==> config.mk <==
export PLATFORM = sky130hd
export DESIGN_NAME = vmicro16_apb_uart_master
export DESIGN_NICKNAME = d
export VERILOG_FILES = /design/src/rtl/vmicro16_apb_uart_master.sv
export SDC_FILE = /design/constraint.sdc
export NUM_CORES = 1
export LEC_CHECK = 0
export CAP_MARGIN = 20
export CORE_MARGIN = 3
export CORE_UTILIZATION = 55
export DETAILED_ROUTE_END_ITERATION = 16
export PLACE_DENSITY_LB_ADDON = 0.12
export SYNTH_ARGS = -nofsm -noshare
export SYNTH_HDL_FRONTEND = slang
export SYNTH_SLANG_ARGS = --single-unit
==> constraint.sdc <==
create_clock -name clk -period 4.1 [get_ports clk]
set_input_delay 0.82 -clock clk [delete_from_list [all_inputs] [get_ports clk]]
set_output_delay 0.82 -clock clk [all_outputs]
set_load 0.05 [all_outputs]
==> src/rtl/vmicro16_apb_uart_master.sv <==
// Debug APB initiator: decodes 'W' ah al dh dl / 'R' ah al byte commands from UART0,
// performs a single APB transfer and returns 'K', the read data, '?' or 'E' on tx.
module vmicro16_apb_uart_master #(
    parameter int BUS_WIDTH      = 16,
    parameter int DATA_WIDTH     = 16,
    parameter int PREADY_TIMEOUT = 255,
    parameter int BYTE_TIMEOUT   = 65535
) (
    input  logic                  clk,
    input  logic                  reset,
    input  logic [7:0]            rx_data,
    input  logic                  rx_valid,
    output logic [7:0]            tx_data,
    output logic                  tx_valid,
    input  logic                  tx_ready,
    output logic [BUS_WIDTH-1:0]  M_PADDR,
    output logic                  M_PWRITE,
    output logic                  M_PSELx,
    output logic                  M_PENABLE,
    output logic [DATA_WIDTH-1:0] M_PWDATA,
    input  logic [DATA_WIDTH-1:0] M_PRDATA,
    input  logic                  M_PREADY,
    output logic                  overrun,
    output logic                  busy
);

    localparam logic [7:0] CMD_WRITE = 8'h57;
    localparam logic [7:0] CMD_READ  = 8'h52;
    localparam logic [7:0] RSP_OK    = 8'h4B;
    localparam logic [7:0] RSP_BAD   = 8'h3F;
    localparam logic [7:0] RSP_ERR   = 8'h45;

    localparam int BT_W = $clog2(BYTE_TIMEOUT + 1);
    localparam int AT_W = $clog2(PREADY_TIMEOUT + 1);
    localparam logic [BT_W-1:0] BT_LAST = BT_W'(BYTE_TIMEOUT - 1);
    localparam logic [AT_W-1:0] AT_LAST = AT_W'(PREADY_TIMEOUT - 1);

    typedef enum logic [2:0] {
        IDLE,
        ARGS,
        SETUP,
        ACCESS,
        RESP
    } state_t;

    state_t state, state_next;

    logic                  is_write;
    logic [1:0]            arg_cnt;
    logic [1:0]            arg_last;
    logic [BUS_WIDTH-1:0]  addr;
    logic [DATA_WIDTH-1:0] wdata;
    logic [BT_W-1:0]       byte_timer;
    logic [AT_W-1:0]       acc_timer;
    logic [7:0]            resp_b0;
    logic [7:0]            resp_b1;
    logic                  resp_idx;
    logic                  resp_last;
    logic                  known_cmd;
    logic                  accepting;

    assign known_cmd = (rx_data == CMD_WRITE) || (rx_data == CMD_READ);
    assign accepting = (state == IDLE) || (state == ARGS);
    assign arg_last  = is_write ? 2'd3 : 2'd1;

    assign M_PADDR   = addr;
    assign M_PWDATA  = wdata;
    assign M_PWRITE  = is_write;
    assign M_PSELx   = (state == SETUP) || (state == ACCESS);
    assign M_PENABLE = (state == ACCESS);
    assign tx_valid  = (state == RESP);
    assign tx_data   = tx_valid ? (resp_idx ? resp_b1 : resp_b0) : 8'h00;
    assign busy      = (state != IDLE);

    // NOTE: sequential state uses non-blocking assignments so every register
    // samples the pre-edge values, independent of block evaluation order.
    always_ff @(posedge clk) begin
        if (reset) state <= IDLE;
        else       state <= state_next;
    end

    // NOTE: state_next is defaulted before the case so no path leaves it
    // unassigned, which would otherwise infer a latch.
    always_comb begin
        state_next = state;
        case (state)
            IDLE: begin
                if (rx_valid) state_next = known_cmd ? ARGS : RESP;
            end
            ARGS: begin
                if (rx_valid) begin
                    if (arg_cnt == arg_last) state_next = SETUP;
                end else if (byte_timer == BT_LAST) begin
                    state_next = IDLE;
                end
            end
            SETUP:  state_next = ACCESS;
            ACCESS: begin
                if (M_PREADY || (acc_timer == AT_LAST)) state_next = RESP;
            end
            RESP: begin
                if (tx_ready && (resp_idx == resp_last)) state_next = IDLE;
            end
            default: state_next = IDLE;
        endcase
    end

    always_ff @(posedge clk) begin
        if (reset) begin
            is_write   <= 1'b0;
            arg_cnt    <= 2'd0;
            addr       <= '0;
            wdata      <= '0;
            byte_timer <= '0;
            acc_timer  <= '0;
            resp_b0    <= 8'h00;
            resp_b1    <= 8'h00;
            resp_idx   <= 1'b0;
            resp_last  <= 1'b0;
            overrun    <= 1'b0;
        end else begin
            // Bytes arriving while a transfer or response is in flight are lost.
            if (rx_valid && !accepting) overrun <= 1'b1;

            case (state)
                IDLE: begin
                    if (rx_valid) begin
                        arg_cnt    <= 2'd0;
                        byte_timer <= '0;
                        resp_idx   <= 1'b0;
                        if (known_cmd) begin
                            is_write <= (rx_data == CMD_WRITE);
                        end else begin
                            resp_b0   <= RSP_BAD;
                            resp_last <= 1'b0;
                        end
                    end
                end
                ARGS: begin
                    if (rx_valid) begin
                        byte_timer <= '0;
                        arg_cnt    <= arg_cnt + 2'd1;
                        if (!arg_cnt[1]) addr  <= {addr[BUS_WIDTH-9:0], rx_data};
                        else             wdata <= {wdata[DATA_WIDTH-9:0], rx_data};
                    end else begin
                        byte_timer <= byte_timer + BT_W'(1);
                    end
                end
                SETUP: begin
                    acc_timer <= '0;
                end
                ACCESS: begin
                    if (M_PREADY) begin
                        if (is_write) begin
                            resp_b0   <= RSP_OK;
                            resp_last <= 1'b0;
                        end else begin
                            resp_b0   <= M_PRDATA[DATA_WIDTH-1:DATA_WIDTH-8];
                            resp_b1   <= M_PRDATA[7:0];
                            resp_last <= 1'b1;
                        end
                    end else if (acc_timer == AT_LAST) begin
                        resp_b0   <= RSP_ERR;
                        resp_last <= 1'b0;
                    end else begin
                        acc_timer <= acc_timer + AT_W'(1);
                    end
                end
                RESP: begin
                    if (tx_ready && (resp_idx != resp_last)) resp_idx <= 1'b1;
                end
                default: ;
            endcase
        end
    end

endmodule

==> impl_summary.log <==
INFO  metric outcome = finished clean
INFO  metric drc_errors_left = 0
INFO  metric number_of_global_route_vias_before_repair = 3426
INFO  metric setup.worst_path.end_class = output port
INFO  metric whs = 0.446 ns
INFO  metric final.setup.tns = 0 ns
INFO  metric tightestPinTransition = 0.673 ns
INFO  metric clock_latency = 0.35 ns
INFO  metric floorplan.io_pins = 75
INFO  metric critical_path.cell_chain = nor2_1, nand2_1, nor2_1, clkdlybuf4s50_1
INFO  metric post-cts-setup-buffers = 0
INFO  metric count_of_fill_cells_added_during_filler_insertion = 492
INFO  metric grt_setup_unrepaired = false
INFO  metric whs_path_depth = 2
INFO  metric area_of_the_mapped_netlist = 3630 µm²
INFO  metric place.detailed.instances = 588
INFO  metric placement_rows = 28
INFO  metric cpMaxStageDelayCell = sky130_fd_sc_hd__clkdlybuf4s50_1
INFO  metric total_cts_buffers = 9
INFO  metric cp_data_arrival_time = 2.55 ns
INFO  metric initial_core_util = 58.8%
INFO  metric drv_slew = 0
INFO  metric wirelength = 9000 µm
INFO  metric seq_area = 1620 µm²
INFO  metric ys_types = 46
INFO  metric postSynthCellCount = 461
INFO  metric routed_via_density = 5.70
INFO  metric tritoncts = built
INFO  metric power.ir.vdd_worst = 380 µV
INFO  metric fin_crit_sh = 82.2%
INFO  metric final.min_clock_period = 3.37 ns
INFO  metric cts-htree-levels = 3
INFO  metric report.final.setup_viol = 0
INFO  metric die-width = 87.2 µm
INFO  metric gr-total-overflow = 0
INFO  metric portBuffers = 74
INFO  metric cts-hold-fix-buffers = 0
INFO  metric dr_total_vias = 3444
INFO  metric max-cap-violations = 0
INFO  metric area.growth.synth_to_final = 26.5%
INFO  metric n_antenna_cell = 0
INFO  metric ctsRootBufferMaster = sky130_fd_sc_hd__clkbuf_8
INFO  metric fin_worst_skew = 0.0120 ns
INFO  metric required = 3.28 ns
INFO  metric grt_start_max_net_pins = 38
INFO  metric fin_cells = 604
INFO  metric grt_usage = 25.2%
INFO  metric min_to = overrun
INFO  metric hp-class = reg2reg
INFO  metric avg_inst_size_synth = 7.87 µm²
INFO  metric synthesis.nets = 494
INFO  metric yosys_warnings = 0
INFO  metric yosys_register_bits = 81
INFO  metric core_area = 6170 µm²
INFO  metric post_cts_resize_count = 0
INFO  metric cpMostUsedCell = sky130_fd_sc_hd__nor2_1
INFO  metric multi_input_area = 1850 µm²
INFO  metric dominantRegCellSynth = sky130_fd_sc_hd__dfxtp_1
INFO  metric postRouteAntennaNets = 0
INFO  metric timing.final.hold_violations = 0
INFO  metric post_route_cells_drive_above_1_share = 5.48%
INFO  metric clock_sinks = 81
INFO  metric timing.critical_path.fanout_max = 16
INFO  metric leakage = 1.55 nW
INFO  metric synth_top_cell_by_area = sky130_fd_sc_hd__dfxtp_1
INFO  metric criticalPathCategory = reg2out
INFO  metric register_clock_pin_slew_on_the_reported_worst_setup_and_hold_paths = 0.08 ns
INFO  metric regToRegStartpoint = state[0]
INFO  metric commonest_non_fill_non_tap_cell_in_the_layout = sky130_fd_sc_hd__nand2_1
INFO  metric reg2reg_to = resp_b0[2]
INFO  metric wl_per_cell = 14.9 µm
INFO  metric power.density = 505 nW/µm²
INFO  metric reg2regPathDepth = 4
INFO  metric flop2flop_setup_slack = 1.82 ns
INFO  metric final_net_count = 557
INFO  metric grt_antenna_before_repair = 0
INFO  metric worst_setup_path_start_kind = flip-flop
INFO  metric critPathMaxStageDelay = 0.83 ns
INFO  metric fmax = 297 MHz
INFO  metric ys_async_sr_fraction = 0%
INFO  metric yosysSeqAreaShare = 44.7%
INFO  metric drt-pass1-iter-count = 4
INFO  metric layout.cells.most_common_list = sky130_fd_sc_hd__nand2_1 (105), sky130_fd_sc_hd__dfxtp_1 (81), sky130_fd_sc_hd__clkdlybuf4s50_1 (73)
INFO  metric die_h = 87.2 µm
INFO  metric global_route_wire_length_before_repair = 15400 µm
INFO  metric hold_path.startpoint = overrun
INFO  metric die-area = 7600 µm²
INFO  metric dpl.hpwl = 6320 µm
INFO  metric routabilityCongestion = 0.887
INFO  metric synth_enable_flop_cells = 0
INFO  metric slew-limit-headroom = 54.7%
INFO  metric yosys-top-cells-area = sky130_fd_sc_hd__dfxtp_1 (45%), sky130_fd_sc_hd__nand2_1 (11%), sky130_fd_sc_hd__a21oi_1 (9.9%), sky130_fd_sc_hd__o21ai_0 (3.3%), sky130_fd_sc_hd__nor2_1 (3.2%)
INFO  metric initialDrtViolationCount = 233
INFO  metric number_of_buffers_between_clock_root_and_the_deepest_sink = 2
INFO  metric synthDominantCellAreaShare = 44.7%
[power breakdown]
part           internal, mW  total [mW]  switching [mW]
clock                 0.362       0.646           0.284
combinational         0.247       0.737           0.490
sequential            0.853       0.934          0.0817
[worst max path at each step]
| stage | from | end | depth (start not counted) |
|---|---|---|---|
| 2_1_floorplan | state[1] | tx_data[0] | 4 |
| 3_3_place_gp | rx_valid | resp_b0[0] | 6 |
| 3_5_place_dp | rx_valid | resp_b0[2] | 6 |
| 4_1_cts | state[0] | tx_data[7] | 4 |
| 5_1_grt | state[0] | tx_data[7] | 4 |
| 6_report | state[0] | tx_data[7] | 4 |
[cell families after synthesis]
family	synth area share (%)
multiplexers	2.48
flip-flops	44.7
XOR/XNOR	1.21
AND/OR/NAND/NOR	25.0
AO/OA/AOI/OAI	20.9
adder cells (fa/ha/maj)	1.38
buffers and inverters	4.31
[stage by stage]
step,worst slack [ns],utilization [%],cell area [µm²],power [mW]
2_1_floorplan,1.71,-,3630,1.47
3_3_place_gp,1.15,70.8,4370,1.65
3_5_place_dp,1.05,70.8,4370,1.68
4_1_cts,0.778,74.4,4590,2.32
5_1_grt,0.548,74.4,4590,2.44
6_report,0.729,74.4,4590,2.32
[cells in the mapped netlist (all sizes together), types with 2 or more instances]
cell type    n
nand2      105
dfxtp       81
a21oi       72
nor2        32
o21ai       25
clkbuf      15
inv         14
nand3       11
buf          9
mux2i        9
or3          9
and3         7
o21a         7
nand4        5
nor3         5
o31ai        5
xnor2        5
a211oi       4
ha           4
nor2b        4
a311oi       3
a31oi        3
nor3b        3
nor4         3
o221a        3
or4          3
a41oi        2
and2         2
[area by class of cell]
cell class / instances / area share, %
Clock buffer: 12 / 3.16
Clock inverter: 4 / 1.66
Inverter: 14 / 1.15
Multi-Input combinational cell: 342 / 40.3
Sequential cell: 81 / 35.3
Tap cell: 75 / 2.05
Timing Repair Buffer: 76 / 16.4
[metal layers]
| layer | routed length, µm | share of wire (%) | track usage (%) | vias up |
|---|---|---|---|---|
| met5 | 0 | 0 | 0 | - |
| met4 | 165 | 1.8 | 9.90 | 0 |
| met3 | 518 | 5.8 | 5.77 | 15 |
| met2 | 4330 | 48 | 42.5 | 107 |
| met1 | 3980 | 44 | 31.0 | 1596 |
| li1 | - | - | - | 1726 |
[flip-flops by register name, summed over array words and instances (netlist names)]
name        count
arg_cnt         2
acc_timer       8
resp_idx        1
resp_b0         8
resp_last       1
M_PWRITE        1
resp_b1         8
M_PWDATA       16
M_PADDR        16
overrun         1
byte_timer     16
state           3
[worst max-delay path: cells and delay by family, from the launching register on]
kind	cells	cell delay, ns
DFF	1	0.47
and+or+nand+nor	3	0.91
buffers and inverters	1	0.83
No activity file was read; power rests on OpenSTA's default activity.
==> RTL change, RTL diff (config.mk and constraints unchanged) <==
Encoding of `state_t`: now Gray code (3 bits for 5 states).
--- a/src/rtl/vmicro16_apb_uart_master.sv
+++ b/src/rtl/vmicro16_apb_uart_master.sv
@@ -38,7 +38,7 @@
     typedef enum logic [2:0] {
-        IDLE,
-        ARGS,
-        SETUP,
-        ACCESS,
-        RESP
+        IDLE   = 3'b000,
+        ARGS   = 3'b001,
+        SETUP  = 3'b011,
+        ACCESS = 3'b010,
+        RESP   = 3'b110
     } state_t;
Formal check against the unedited RTL: same outputs for any inputs over 4 cycles, from zero or initial values and one cycle with reset high; so few cycles prove little.
==> RTL change against the unedited design <==
  * Design area increased by 2.1%
  * Routed wire length shrank 2.8%
  * Fmax is 4.1% higher
  * Sequential share of layout area down 0.73 points
  * Clock skew decreased by 1.7 ps
  * Setup slack better by 130 ps
  * Sequential cell count is the same
  * Synthesized area rose by 3.1%
  * Utilization down 1.9 points
  * Critical endpoint is now tx_valid
  * Largest cell class unchanged
  * Highest routed layer unchanged
Power is not compared: it rests on default switching activity, and its combinational part moved more than twofold at a synthesized area within 25%.
==> RTL change: results (changes against the unedited design) <==
top cells by count, synth=105 x nand2_1, 81 x dfxtp_1, 62 x a21oi_1 (was 105 x nand2_1, 81 x dfxtp_1, 72 x a21oi_1); cts repair resizes=0 (unchanged); status=finished, final reports clean (unchanged); PortBufs=74 (unchanged); sequential fraction of the synthesis area=43.4% (was 44.7%); initial antenna violation count=0 (unchanged); HP Start=M_PADDR[14] (was overrun); Placed Cells=592 (was 588); hold path depth=2 (unchanged); Arrival @ worst endpoint=2420 ps (was 2550 ps); Reg2Reg Depth=4 (unchanged); launch point of the worst path=state[2] (was state[0]); min-delay worst type=flip-flop to flip-flop (unchanged); Synth area leaders=dfxtp_1 43%, nand2_1 11%, a21oi_1 8.3%, clkbuf_1 2.2%, mux2i_1 2.1% (was dfxtp_1 45%, nand2_1 11%, a21oi_1 9.9%, o21ai_0 3.3%, nor2_1 3.2%); vias in the first global route=3052 (was 3426); Fin Clk Skew=10.3 ps (was 12.0 ps); Ys Warns=0 (unchanged); first-pass GRT wire length=14.1 mm (was 15.4 mm); residual DRC count=0 (unchanged); synth unique cells=54 (was 46); antenna cell count=0 (unchanged); Main synth FF type=dfxtp_1 (unchanged); Vias=3519 (was 3444); GRT Util Overall=22.5% (was 25.2%); Final setup viols=0 (unchanged); Reg2Reg Launch Point=state[0] (unchanged); synthesized net count=500 (was 494); NumNets Final=559 (was 557); routability cong.=0.786 (was 0.887); Worst path max stage delay=820 ps; leakage=1.54 nW; VDD IR max=0.000297 V; postcts setup bufs=0 (unchanged); Inserted Clock Buffers=9 (unchanged); dpl hpwl=6.05 mm (was 6.32 mm); Starting DRT DRC Count=192 (was 233); CP max-delay cell=clkdlybuf4s50_1 (unchanged); Placement Cell Area=4460 um2 (was 4370 um2); H-tree depth=3 (unchanged); family with the most delay on the worst path=buffers and inverters (was simple AND/OR/NAND/NOR gates); Worst-path clk slew=80 ps (about the same); Finished Layout Cells=608 (was 604); clock buffer depth=2 (unchanged); drt total wl=8.75 mm (was 9.00 mm); share of cells above drive strength 1=6.78% (was 5.48%); Avg Cell Area, Syn=8.01 um2 (was 7.87 um2); Clock Tree Root=clkbuf_8 (unchanged); fillers=502 (was 492); Max-slew headroom=27.8% (was 54.7%); largest net degree at the start of global routing=73 (was 38); ys async rst share=0% (unchanged); worst-skew pair later-pin latency=350 ps (about the same); CP Max Fanout=13 (was 16); drt pass-1 iters=4 (unchanged)
==> RTL change: cell families (layout without fill, tap and decap cells) <==
| family | after synthesis | in the layout | synth area share, % |
|---|---|---|---|
| fa+ha+maj | 4 | 4 | 1.34 |
| flops | 81 | 81 | 43.4 |
| buf+inv | 44 | 108 | 5.22 |
| xor+xnor | 7 | 7 | 1.64 |
| simple gates | 207 | 207 | 27.5 |
| mux | 8 | 8 | 2.14 |
| compound gates | 116 | 116 | 18.8 |
==> RTL change: power breakdown <==
group / total, W / internal (W) / switching, W / leakage [nW]
registers: 0.000846 / 0.000813 / 0.0000325 / 0.656
logic: 0.000261 / 0.000101 / 0.000160 / 0.775
clock network: 0.000651 / 0.000348 / 0.000303 / 0.106
==> RTL change: worst paths after layout <==
check              endpoint  slack [ps]
min reg2reg     M_PADDR[14]         460
max reg2reg  byte_timer[11]        1870
min             M_PADDR[14]         460
max                tx_valid         860
==> RTL change: layout make-up <==
class / count / area share (%)
tap: 77 / 2.06
timing repair buffer: 78 / 16.3
clock inverter: 7 / 2.16
inverter: 14 / 1.12
sequential: 81 / 34.6
clock buffer: 9 / 2.64
multi-input combinational: 342 / 41.1
==> RTL change: metal layers <==
metal	vias up	wire (um)	global-route usage (%)
met5	-	0	0
met4	0	97	5.36
met3	11	447	5.03
met1	1652	4210	31.6
met2	94	3990	35.4
li1	1762	-	-
==> RTL change: per-stage QoR <==
step | worst slack [ps] | util, % | hold WS [ps]
2_1_floorplan | 1640 | - | 436
3_3_place_gp | 1250 | 69.0 | 442
3_5_place_dp | 1180 | 69.0 | 447
4_1_cts | 874 | 72.5 | 459
5_1_grt | 744 | 72.5 | 479
6_report | 861 | 72.5 | 457
